$ cat src/rtl/lsu.sv
// rv32i load/store unit: aligned byte-enabled stores, extended loads, valid/ready memory port.
// Optional bus timeout is enabled with `define LSU_TIMEOUT_EN.
module lsu #(
    parameter int TIMEOUT_CYCLES = 255
) (
    input  logic        clk,
    input  logic        rst,
    input  logic        req_valid,
    input  logic        req_we,
    input  logic [2:0]  func_3,
    input  logic [31:0] addr,
    input  logic [31:0] wdata,
    output logic        stall,
    output logic        done,
    output logic [31:0] load_data,
    output logic        fault,
    output logic        mem_valid,
    output logic        mem_we,
    output logic [31:0] mem_addr,
    output logic [3:0]  mem_be,
    output logic [31:0] mem_wdata,
    input  logic        mem_ready,
    input  logic [31:0] mem_rdata
);

    typedef enum logic [1:0] {IDLE, BUSY, RESP} state_t;

    state_t      state;
    state_t      state_n;
    logic        we_r;
    logic [2:0]  f3_r;
    logic [1:0]  off_r;
    logic        fault_r;
    logic        legal;
    logic        timeout;
    logic [3:0]  be_c;
    logic [31:0] wd_c;
    logic [31:0] ext;
    logic [7:0]  rbyte;
    logic [15:0] rhalf;

`ifdef LSU_TIMEOUT_EN
    logic [15:0] cnt;
    assign timeout = (state == BUSY) && !mem_ready
                     && (cnt == 16'(TIMEOUT_CYCLES - 1));
`else
    assign timeout = 1'b0;
`endif

    always_comb begin
        legal = 1'b0;
        case (func_3)
            3'b000:  legal = 1'b1;
            3'b001:  legal = ~addr[0];
            3'b010:  legal = (addr[1:0] == 2'b00);
            3'b100:  legal = ~req_we;
            3'b101:  legal = ~req_we & ~addr[0];
            default: legal = 1'b0;
        endcase
    end

    always_comb begin
        be_c = 4'b1111;
        wd_c = wdata;
        case (func_3[1:0])
            2'b00: begin
                be_c = 4'b0001 << addr[1:0];
                wd_c = {4{wdata[7:0]}};
            end
            2'b01: begin
                be_c = 4'b0011 << addr[1:0];
                wd_c = {2{wdata[15:0]}};
            end
            default: begin
                be_c = 4'b1111;
                wd_c = wdata;
            end
        endcase
    end

    // Lane selection uses the offset latched at request time.
    assign rbyte = 8'(mem_rdata >> {off_r, 3'b000});
    assign rhalf = off_r[1] ? mem_rdata[31:16] : mem_rdata[15:0];

    always_comb begin
        ext = mem_rdata;
        case (f3_r)
            3'b000:  ext = {{24{rbyte[7]}}, rbyte};
            3'b001:  ext = {{16{rhalf[15]}}, rhalf};
            3'b100:  ext = {24'h0, rbyte};
            3'b101:  ext = {16'h0, rhalf};
            default: ext = mem_rdata;
        endcase
    end

    always_comb begin
        state_n = state;
        case (state)
            IDLE: if (req_valid) state_n = legal ? BUSY : RESP;
            BUSY: if (mem_ready || timeout) state_n = RESP;
            RESP: state_n = IDLE;
            default: state_n = IDLE;
        endcase
    end

    always_ff @(posedge clk) begin
        if (rst) begin
            state     <= IDLE;
            we_r      <= 1'b0;
            f3_r      <= 3'b000;
            off_r     <= 2'b00;
            fault_r   <= 1'b0;
            mem_addr  <= 32'h0;
            mem_be    <= 4'b0000;
            mem_wdata <= 32'h0;
            load_data <= 32'h0;
        end else begin
            state <= state_n;
            if (state == IDLE && req_valid) begin
                fault_r <= ~legal;
                if (legal) begin
                    we_r      <= req_we;
                    f3_r      <= func_3;
                    off_r     <= addr[1:0];
                    mem_addr  <= {addr[31:2], 2'b00};
                    mem_be    <= be_c;
                    mem_wdata <= wd_c;
                end
            end
            if (state == BUSY && mem_ready && !we_r)
                load_data <= ext;
            if (timeout)
                fault_r <= 1'b1;
        end
    end

`ifdef LSU_TIMEOUT_EN
    always_ff @(posedge clk) begin
        if (rst || state != BUSY)
            cnt <= 16'h0;
        else if (!mem_ready)
            cnt <= cnt + 16'h1;
    end
`endif

    assign mem_valid = (state == BUSY);
    assign mem_we    = mem_valid & we_r;
    assign done      = (state == RESP);
    assign fault     = done & fault_r;
    assign stall     = req_valid & (state != RESP);

endmodule

$ cat config.mk
export PLATFORM = sky130hd
export DESIGN_NAME = lsu
export DESIGN_NICKNAME = d
export VERILOG_FILES = /design/src/rtl/lsu.sv
export SDC_FILE = /design/constraint.sdc
export NUM_CORES = 1
export LEC_CHECK = 0
export ABC_AREA = 1
export CAP_MARGIN = 20
export CORE_MARGIN = 3
export CORE_UTILIZATION = 44
export CTS_BUF_LIST = sky130_fd_sc_hd__clkbuf_8
export CTS_CLUSTER_DIAMETER = 200
export DETAILED_ROUTE_END_ITERATION = 7
export PLACE_DENSITY_LB_ADDON = 0.05
export RECOVER_POWER = 100
export SLEW_MARGIN = 20
export SYNTH_ARGS = -nofsm -noshare
export SYNTH_HDL_FRONTEND = slang
export SYNTH_SLANG_ARGS = --single-unit
$ cat constraint.sdc
create_clock -name clk -period 1.9 [get_ports clk]
set_clock_uncertainty 0.1 [all_clocks]
set_input_delay 0.19 -clock clk [delete_from_list [all_inputs] [get_ports clk]]
set_output_delay 0.19 -clock clk [all_outputs]
set_load 0.01 [all_outputs]
Word level (Yosys, flattened, before mapping)

Index checks and enable logic that the tools add are counted.

Equality and inequality tests: 13
Shifts and indexed selects: 3
Muxes and demuxes: 9
Bitwise gates (word level): 7
Reduce and logical (&&, ||, !) cells: 11

Operators with widths:

| cell                | count |
|---|---|
| $pmux 32 s4         | 1 |
| $pmux 32 s2         | 1 |
| $shr 32x5->8        | 1 |
| $mux 16             | 1 |
| $eq 3x3->1 const B  | 4 |
| $pmux 4 s2          | 1 |
| $eq 3x1->1 const B  | 2 |
| $logic_not 2->1     | 3 |
| $logic_not 3->1     | 2 |
| $mux 2              | 3 |
| $pmux 1 s5          | 1 |
| $and 1x1->1         | 4 |
| $eq 2x1->1 const B  | 2 |
| $ne 2x2->1 const B  | 2 |
| $pmux 2 s2          | 1 |
| $reduce_and 2->1    | 2 |
| $shl 1x2->4 const A | 1 |
| $shl 2x2->4 const A | 1 |
| $eq 3x2->1 const B  | 1 |
| $logic_and 1x1->1   | 3 |
| $not 1->1           | 3 |
| $eq 2x2->1 const B  | 1 |
| $ne 2x1->1 const B  | 1 |
| $logic_not 1->1     | 1 |

Register bits after elaboration: 107
Logic and storage cells: 52

Depth between registers and ports, before layout

Gate-level depths: netlist of run 1.

Word-level depth: 6
Depth in mapped cells: 10
Mapped depth without buffers: 8

Least setup slack after synthesis of run 1

No wires, ideal clock.

Path type: register to register
Start: register state[0]
End: register load_data[30]
Setup time: 0.113 ns
Data arrival time: 1.342 ns
Required time: 1.687 ns
Slack: 0.345 ns
Cell stages (with the launch flop): 9
Cell sequence: dfxtp_1 -> inv_2 -> nor2_4 -> inv_2 -> nor3_4 -> buf_6 -> o21ai_1 -> o21ai_1 -> inv_1

Word-level cells in the longest chain between the ends: 3

Ends and longest elaborated chain:

| item                           | RTL line | text |
|---|---|---|
| from (decl)                    | 28       | `state_t state;` |
| from (signal assigned)         | 118      | `state <= state_n;` |
| $eq 2x1->1                     | -        |  |
| named net mem_valid            | 17       | `output logic mem_valid,` |
| $logic_and 1x1->1 (2 in a row) | 130      | `if (state == BUSY && mem_ready && !we_r)` |
| to (signal assigned)           | 131      | `load_data <= ext;` |
| to (decl)                      | 15       | `output logic [31:0] load_data,` |

The timed path passes the listed nets, and every way through them passes these cells.
A chain may end at the register's enable or synchronous reset.

Final worst setup path of run 1

Start: register state[1]
End: output port done

Word-level cells in the longest chain between the ends: 1

Ends and longest elaborated chain:

| item       | RTL line | text |
|---|---|---|
| $eq 2x2->1 | 148      | `assign done = (state == RESP);` |
| to (decl)  | 14       | `output logic done,` |

No other way between the ends.

==> metrics, run 1 <==
DIE HEIGHT=111 um; post-place setup slack=-111 ps; part of the cycle the worst path needs=93.6%; maximum VDD drop=0.000404 V; number of buffers added by the clock tree synthesis step=9; Final #Nets=1010; final number of hold-violating endpoints=0; # DRC=0; GRT overflow=0; number of warnings reported in the yosys synthesis log=0; EDFF count, synth=0; final setup slack of the worst path=122 ps; DRT antenna net count=0; required time of the critical path=1610 ps; Seq cells post-synth=107; synthesized area divided by synthesized cell count=6.74 um^2; Fillers=948; sequential cell area fraction in the yosys report=44.2%; largest driver fanout on the critical path=3; detail-routed net length per standard cell=14.4 um; Hold Buf Count CTS=0; category of the critical setup timing path=flip-flop to output port; share of the synthesized area in the top cell type=44.2%; Root Buffer=sky130_fd_sc_hd__clkbuf_8; setup repair after global routing missed its margin=false; result of the run=completed; highest clock rate=562 MHz; Hold Path Stages=3; Crit path arrival time=1490 ps; via density per instance=5.10; clock-pin transition on the worst setup and hold timing paths=90 ps; Cell Area, Synth=0.00484 mm^2; Port-buffer cells=206; type of the tightest min-delay check=input port to flip-flop; share of synthesized registers carrying an async set or reset=0%; global-route wire length before repair=24400 um; depth of the CTS H-tree=3; boundary pin count=209; Detailed Place HPWL=11100 um; type of destination of the critical path=output port; type of element launching the critical path=flip-flop; initial drt markers=364; post-route standard cell area excluding fillers=0.00716 mm^2; most frequently used cell type in the post-synthesis netlist=sky130_fd_sc_hd__nand2_1; number of cell rows=37; post-route minimum period=1780 ps; Final Total Pwr=4.63 mW; total power divided by cell area=647 mW/mm^2; Post-Place Cells=1031; CTS tree=built; Worst Tran Pin Value=579 ps; slowest cell on the critical path=sky130_fd_sc_hd__clkdlybuf4s50_1; Non-Filler Instances=1045; biggest cell delay along the critical path=570 ps; clock tree buffer depth=2; largest net degree at the start of global routing=75; Synth Instances=718; fin. max-slew vios=0; total inserted antenna cells=0; initial antenna violation count=0; total of max-cap violations=0; first-pass detailed-route iteration total=5; final number of setup-violating endpoints=0; vias in the first global route=5070; Post CTS Setup Buffer Count=0; total negative slack for setup checks=0 ps; die area=0.0123 mm^2; cell types with the largest area share after synthesis=sky130_fd_sc_hd__dfxtp_1, sky130_fd_sc_hd__nand2_1, sky130_fd_sc_hd__o21ai_0; total track usage=23.8%; area of the core region=0.0105 mm^2; worst hold slack after final layout=307 ps; relative slew slack=61.3%; leakage dissipation=3.37 nW; critical path, cell by cell=inv_1 > nor2_1 > clkdlybuf4s50_1; count of unique library cells instantiated by Yosys=26; routed vias=5330; latest clock arrival within the worst-skew pair=360 ps; core utilization of the finished layout=68.1%; gpl congestion=0.840; Synth top cells by count=sky130_fd_sc_hd__nand2_1, sky130_fd_sc_hd__nor2_1, sky130_fd_sc_hd__dfxtp_1; die extent in x=111 um; biggest area consumer among synthesized cells=sky130_fd_sc_hd__dfxtp_1; # clock sinks=107; placed inst area=0.00705 mm^2; most used flip-flop cell after synthesis=sky130_fd_sc_hd__dfxtp_1; number of cells on the worst reg-to-reg path=9; layout cell share with drive strength beyond 1=4.62%; total routed wirelength=15000 um; initial core utilization=46.1%; Area Growth Syn to Fin=47.9%
## state kept, by name, indices dropped and copies added (netlist names)
register   flops
load_data     32
we_r           1
mem_addr      30
off_r          2
f3_r           3
mem_wdata     32
state          2
fault_r        1
mem_be         4
## metal layers
metal	track usage (%)	part of all wire (%)	up-vias
met3	6.88	8.0	25
li1	-	-	2683
met5	0	0	-
met2	39.8	48	206
met4	6.73	1.7	0
met1	30.0	42	2416
## layout make-up
type	instances	area, um^2	area share [%]
multi-input combinational	510	2260	31.6
timing repair buffer	226	2240	31.3
sequential	107	2140	29.9
inverter	52	195	2.73
tap	136	170	2.38
clock buffer	9	124	1.73
clock inverter	5	25.0	0.349
## repair_timing
action / in CTS / in global routing
gates resized for setup: 2 / 2
endpoints found under the hold margin: 0 / 0
setup endpoints to repair: 1 / 3
cloned: 0 / 0
## power by group
group	total (mW)	internal [mW]	leakage, nW	switching, mW
Sequential	2.43	2.36	0.872	0.0645
Combinational	1.04	0.509	2.41	0.527
Clock	1.17	0.450	0.0833	0.719
Total	4.63	3.32	3.37	1.31
## kinds of logic after synthesis
group	after synthesis	share of synthesized area, %
other	1	0.0774
buffers and inverters	102	9.10
AOI/OAI and AO/OA	222	23.5
DFF	107	44.2
and+or+nand+nor	286	23.1
## critical path, delay by kind of cell (launching register included)
family / cells / cell delay (ps)
flip-flops: 1 / 370
AND/OR/NAND/NOR: 1 / 120
buffers and inverters: 2 / 640
## cells in the final DEF (no fill, tap or decap), types with 2 or more instances in the layout
cell | synthesis | layout
sky130_fd_sc_hd__dlygate4sd3_1 | 0 | 98
sky130_fd_sc_hd__buf_4 | 2 | 13
sky130_fd_sc_hd__inv_1 | 48 | 49
sky130_fd_sc_hd__inv_2 | 3 | 4
sky130_fd_sc_hd__conb_1 | 1 | 2
sky130_fd_sc_hd__dfxtp_1 | 107 | 105
sky130_fd_sc_hd__nor3_1 | 2 | 2
sky130_fd_sc_hd__nand2_1 | 149 | 149
sky130_fd_sc_hd__clkinv_2 | 0 | 2
sky130_fd_sc_hd__o21ai_0 | 106 | 110
sky130_fd_sc_hd__nand3_1 | 7 | 7
sky130_fd_sc_hd__dfxtp_2 | 0 | 2
sky130_fd_sc_hd__a21oi_1 | 78 | 78
sky130_fd_sc_hd__nor2_1 | 123 | 123
sky130_fd_sc_hd__o21ai_1 | 27 | 23
sky130_fd_sc_hd__a21o_1 | 7 | 7
sky130_fd_sc_hd__nor2_4 | 2 | 2
sky130_fd_sc_hd__clkbuf_8 | 0 | 9
sky130_fd_sc_hd__clkbuf_2 | 0 | 2
sky130_fd_sc_hd__clkdlybuf4s50_1 | 0 | 106
sky130_fd_sc_hd__buf_12 | 0 | 3
## final timing paths
kind / from / slack (ps) / end
worst min-delay path: addr[8] / 310 / mem_addr[8]
worst min register to register: mem_be[0] / 370 / mem_be[0]
worst max-delay path: state[1] / 120 / done
worst max register to register: off_r[1] / 180 / load_data[31]
(Power assumes the default switching activity.)
==> run 2: changes to the inputs <==
==> constraint.sdc (replaced) <==
create_clock -name clk -period 1.9 [get_ports clk]
set_clock_uncertainty 0.1 [all_clocks]
set_input_delay 0.19 -clock clk [delete_from_list [all_inputs] [get_ports clk]]
set_output_delay 0.19 -clock clk [all_outputs]
set_load 0.005 [all_outputs]
==> run 2 against run 1 <==
Effect of this change:
- setup slack improved by 30 ps
- via count fell by 0.15%
- final cell count is the same
- core utilization grew 0.060 points
- hold slack improved by 0.65 ps
- fmax increased by 1.7%
- sequential cell count unchanged
- design area hardly changed
- die area is the same
- total power is 1.0% lower
- non-clock buffer count stayed put
==> metrics, run 2 (synthesis gave the netlist of run 1 again) <==
final number of hold-violating endpoints=0 (unchanged); cell internal power dissipation=3.32 mW (about the same); critical path, cell by cell=inv_1 > nor3_1 > clkdlybuf4s50_1 (was inv_1 > nor2_1 > clkdlybuf4s50_1); setup repair after global routing missed its margin=false (unchanged); total of max-cap violations=0 (unchanged); switching share of power=27.5% (was 28.3%); total inserted antenna cells=0 (unchanged); gpl congestion=0.840 (unchanged); post-route minimum period=1750 ps (was 1780 ps); layout cell share with drive strength beyond 1=4.62% (unchanged); power share of the combinational group=21.6% (was 22.4%); global-route wire length before repair=24400 um (unchanged); GRT overflow=0 (unchanged); largest driver fanout on the critical path=3 (unchanged); top library cells by usage in the layout, fill and taps aside=sky130_fd_sc_hd__nand2_1, sky130_fd_sc_hd__nor2_1, sky130_fd_sc_hd__o21ai_0 (unchanged); initial core utilization=46.1% (unchanged); DIE HEIGHT=111 um (unchanged); net load switching power=1.26 mW (was 1.31 mW); routed vias=5322 (was 5330); most common cell after layout, fill and taps aside=sky130_fd_sc_hd__nand2_1 (unchanged); initial drt markers=366 (was 364); DRT antenna net count=0 (unchanged); relative slew slack=61.2% (was 61.3%); die area=0.0123 mm^2 (unchanged); Crit path arrival time=1460 ps (was 1490 ps); fin. max-slew vios=0 (unchanged); clock tree buffer depth=2 (unchanged); category of the critical setup timing path=flip-flop to output port (unchanged); clock-pin transition on the worst setup and hold timing paths=90 ps (about the same); boundary pin count=209 (unchanged); initial antenna violation count=0 (unchanged); Hold Buf Count CTS=0 (unchanged); Area Growth Syn to Fin=48.0% (was 47.9%); maximum VDD drop=0.000403 V (was 0.000404 V); number of cell rows=37 (unchanged); vias in the first global route=5070 (unchanged); biggest cell delay along the critical path=540 ps (was 570 ps); top flop regs=load_data x32, mem_wdata x32, mem_addr x30 (unchanged); Detailed Place HPWL=11100 um (unchanged); part of the cycle the worst path needs=92.0% (was 93.6%); result of the run=completed (unchanged); Root Buffer=sky130_fd_sc_hd__clkbuf_8 (unchanged); total routed wirelength=15000 um (about the same); portion of total power attributed to sequential cells=53.0% (was 52.4%); Post CTS Setup Buffer Count=0 (unchanged); final number of setup-violating endpoints=0 (unchanged); die extent in x=111 um (unchanged); leakage dissipation=3.37 nW (about the same); Port-buffer cells=206 (unchanged); slowest cell on the critical path=sky130_fd_sc_hd__clkdlybuf4s50_1 (unchanged); area of the core region=0.0105 mm^2 (unchanged); largest net degree at the start of global routing=75 (unchanged); type of the tightest min-delay check=input port to flip-flop (unchanged); total track usage=23.8% (unchanged); # DRC=0 (unchanged); via density per instance=5.09 (was 5.10); count of buffering cells on the critical path with inverters included=2 (unchanged); total power divided by cell area=640 mW/mm^2 (was 647 mW/mm^2); depth of the CTS H-tree=3 (unchanged); Post-Place Cells=1031 (unchanged); detail-routed net length per standard cell=14.3 um (was 14.4 um); type of destination of the critical path=output port (unchanged); type of element launching the critical path=flip-flop (unchanged); core utilization of the finished layout=68.2% (was 68.1%); required time of the critical path=1610 ps (about the same); number of buffers added by the clock tree synthesis step=9 (unchanged); first-pass detailed-route iteration total=5 (unchanged); highest clock rate=572 MHz (was 562 MHz); Non-Filler Instances=1045 (unchanged); CTS tree=built (unchanged); Worst Tran Pin Value=579 ps (about the same); # clock sinks=107 (unchanged); Final #Nets=1010 (unchanged); category of cells accounting for the largest share of critical-path delay=buffers and inverters (unchanged); share of power burned in the clock network=25.4% (was 25.2%); latest clock arrival within the worst-skew pair=360 ps (about the same)
-- run 2: area by class of cell --
cell class | instances | area [um^2]
repair buffers | 226 | 2240
fillers | 947 | 3340
well taps | 136 | 170
clock buffers | 9 | 124
inverters | 52 | 195
flip-flops and latches | 107 | 2140
multi-input cells | 510 | 2260
clock inverters | 5 | 25.0
-- run 2: final timing paths --
path | startpoint | to | slack, ps | depth (start not counted)
worst max-delay path | state[1] | fault | 150 | 3
worst min register to register | mem_be[0] | mem_be[0] | 370 | 2
worst max register to register | off_r[1] | load_data[31] | 190 | 9
worst min-delay path | addr[3] | mem_addr[3] | 310 | 3
-- run 2: power by group through the flow --
stage               sequential [mW]  clock (mW)  combinational (mW)
floorplan                      2.48           0               0.436
global placement               2.48           0                1.03
global route                   2.45        1.29                1.10
finish                         2.43        1.17               0.990
detailed placement             2.48           0                1.04
CTS                            2.43        1.20                1.05
-- run 2: through the flow --
stage               setup WS, ps  total power [mW]  setup TNS (ps)  hold WS [ps]  area, um^2
detailed placement          -111              3.52           -1660           355        7050
global route                6.19              4.83               0           293        7170
floorplan                    373              2.92               0           225        4850
global placement           -21.0              3.51           -48.1           348        7050
finish                       152              4.58               0           308        7170
CTS                         56.0              4.68               0           288        7190
-- run 2: timing repair --
item | 4_1_cts | 5_1_grt
pin swaps | 0 | 0
gates resized for setup | 2 | 1
endpoints found under the setup margin | 1 | 3
gates cloned | 0 | 0
-- run 2: per-layer routing --
metal / global-route usage (%) / vias up / part of all wire [%]
li1: - / 2679 / -
met1: 30.0 / 2405 / 42
met3: 6.88 / 26 / 8.4
met2: 39.8 / 212 / 48
met5: 0 / - / 0
met4: 6.73 / 0 / 1.8
-- run 2: worst min-delay path, stage by stage --
cell,delay [ps]
sky130_fd_sc_hd__clkdlybuf4s50_1,390
sky130_fd_sc_hd__nor2_1,100
sky130_fd_sc_hd__nor2_1,50
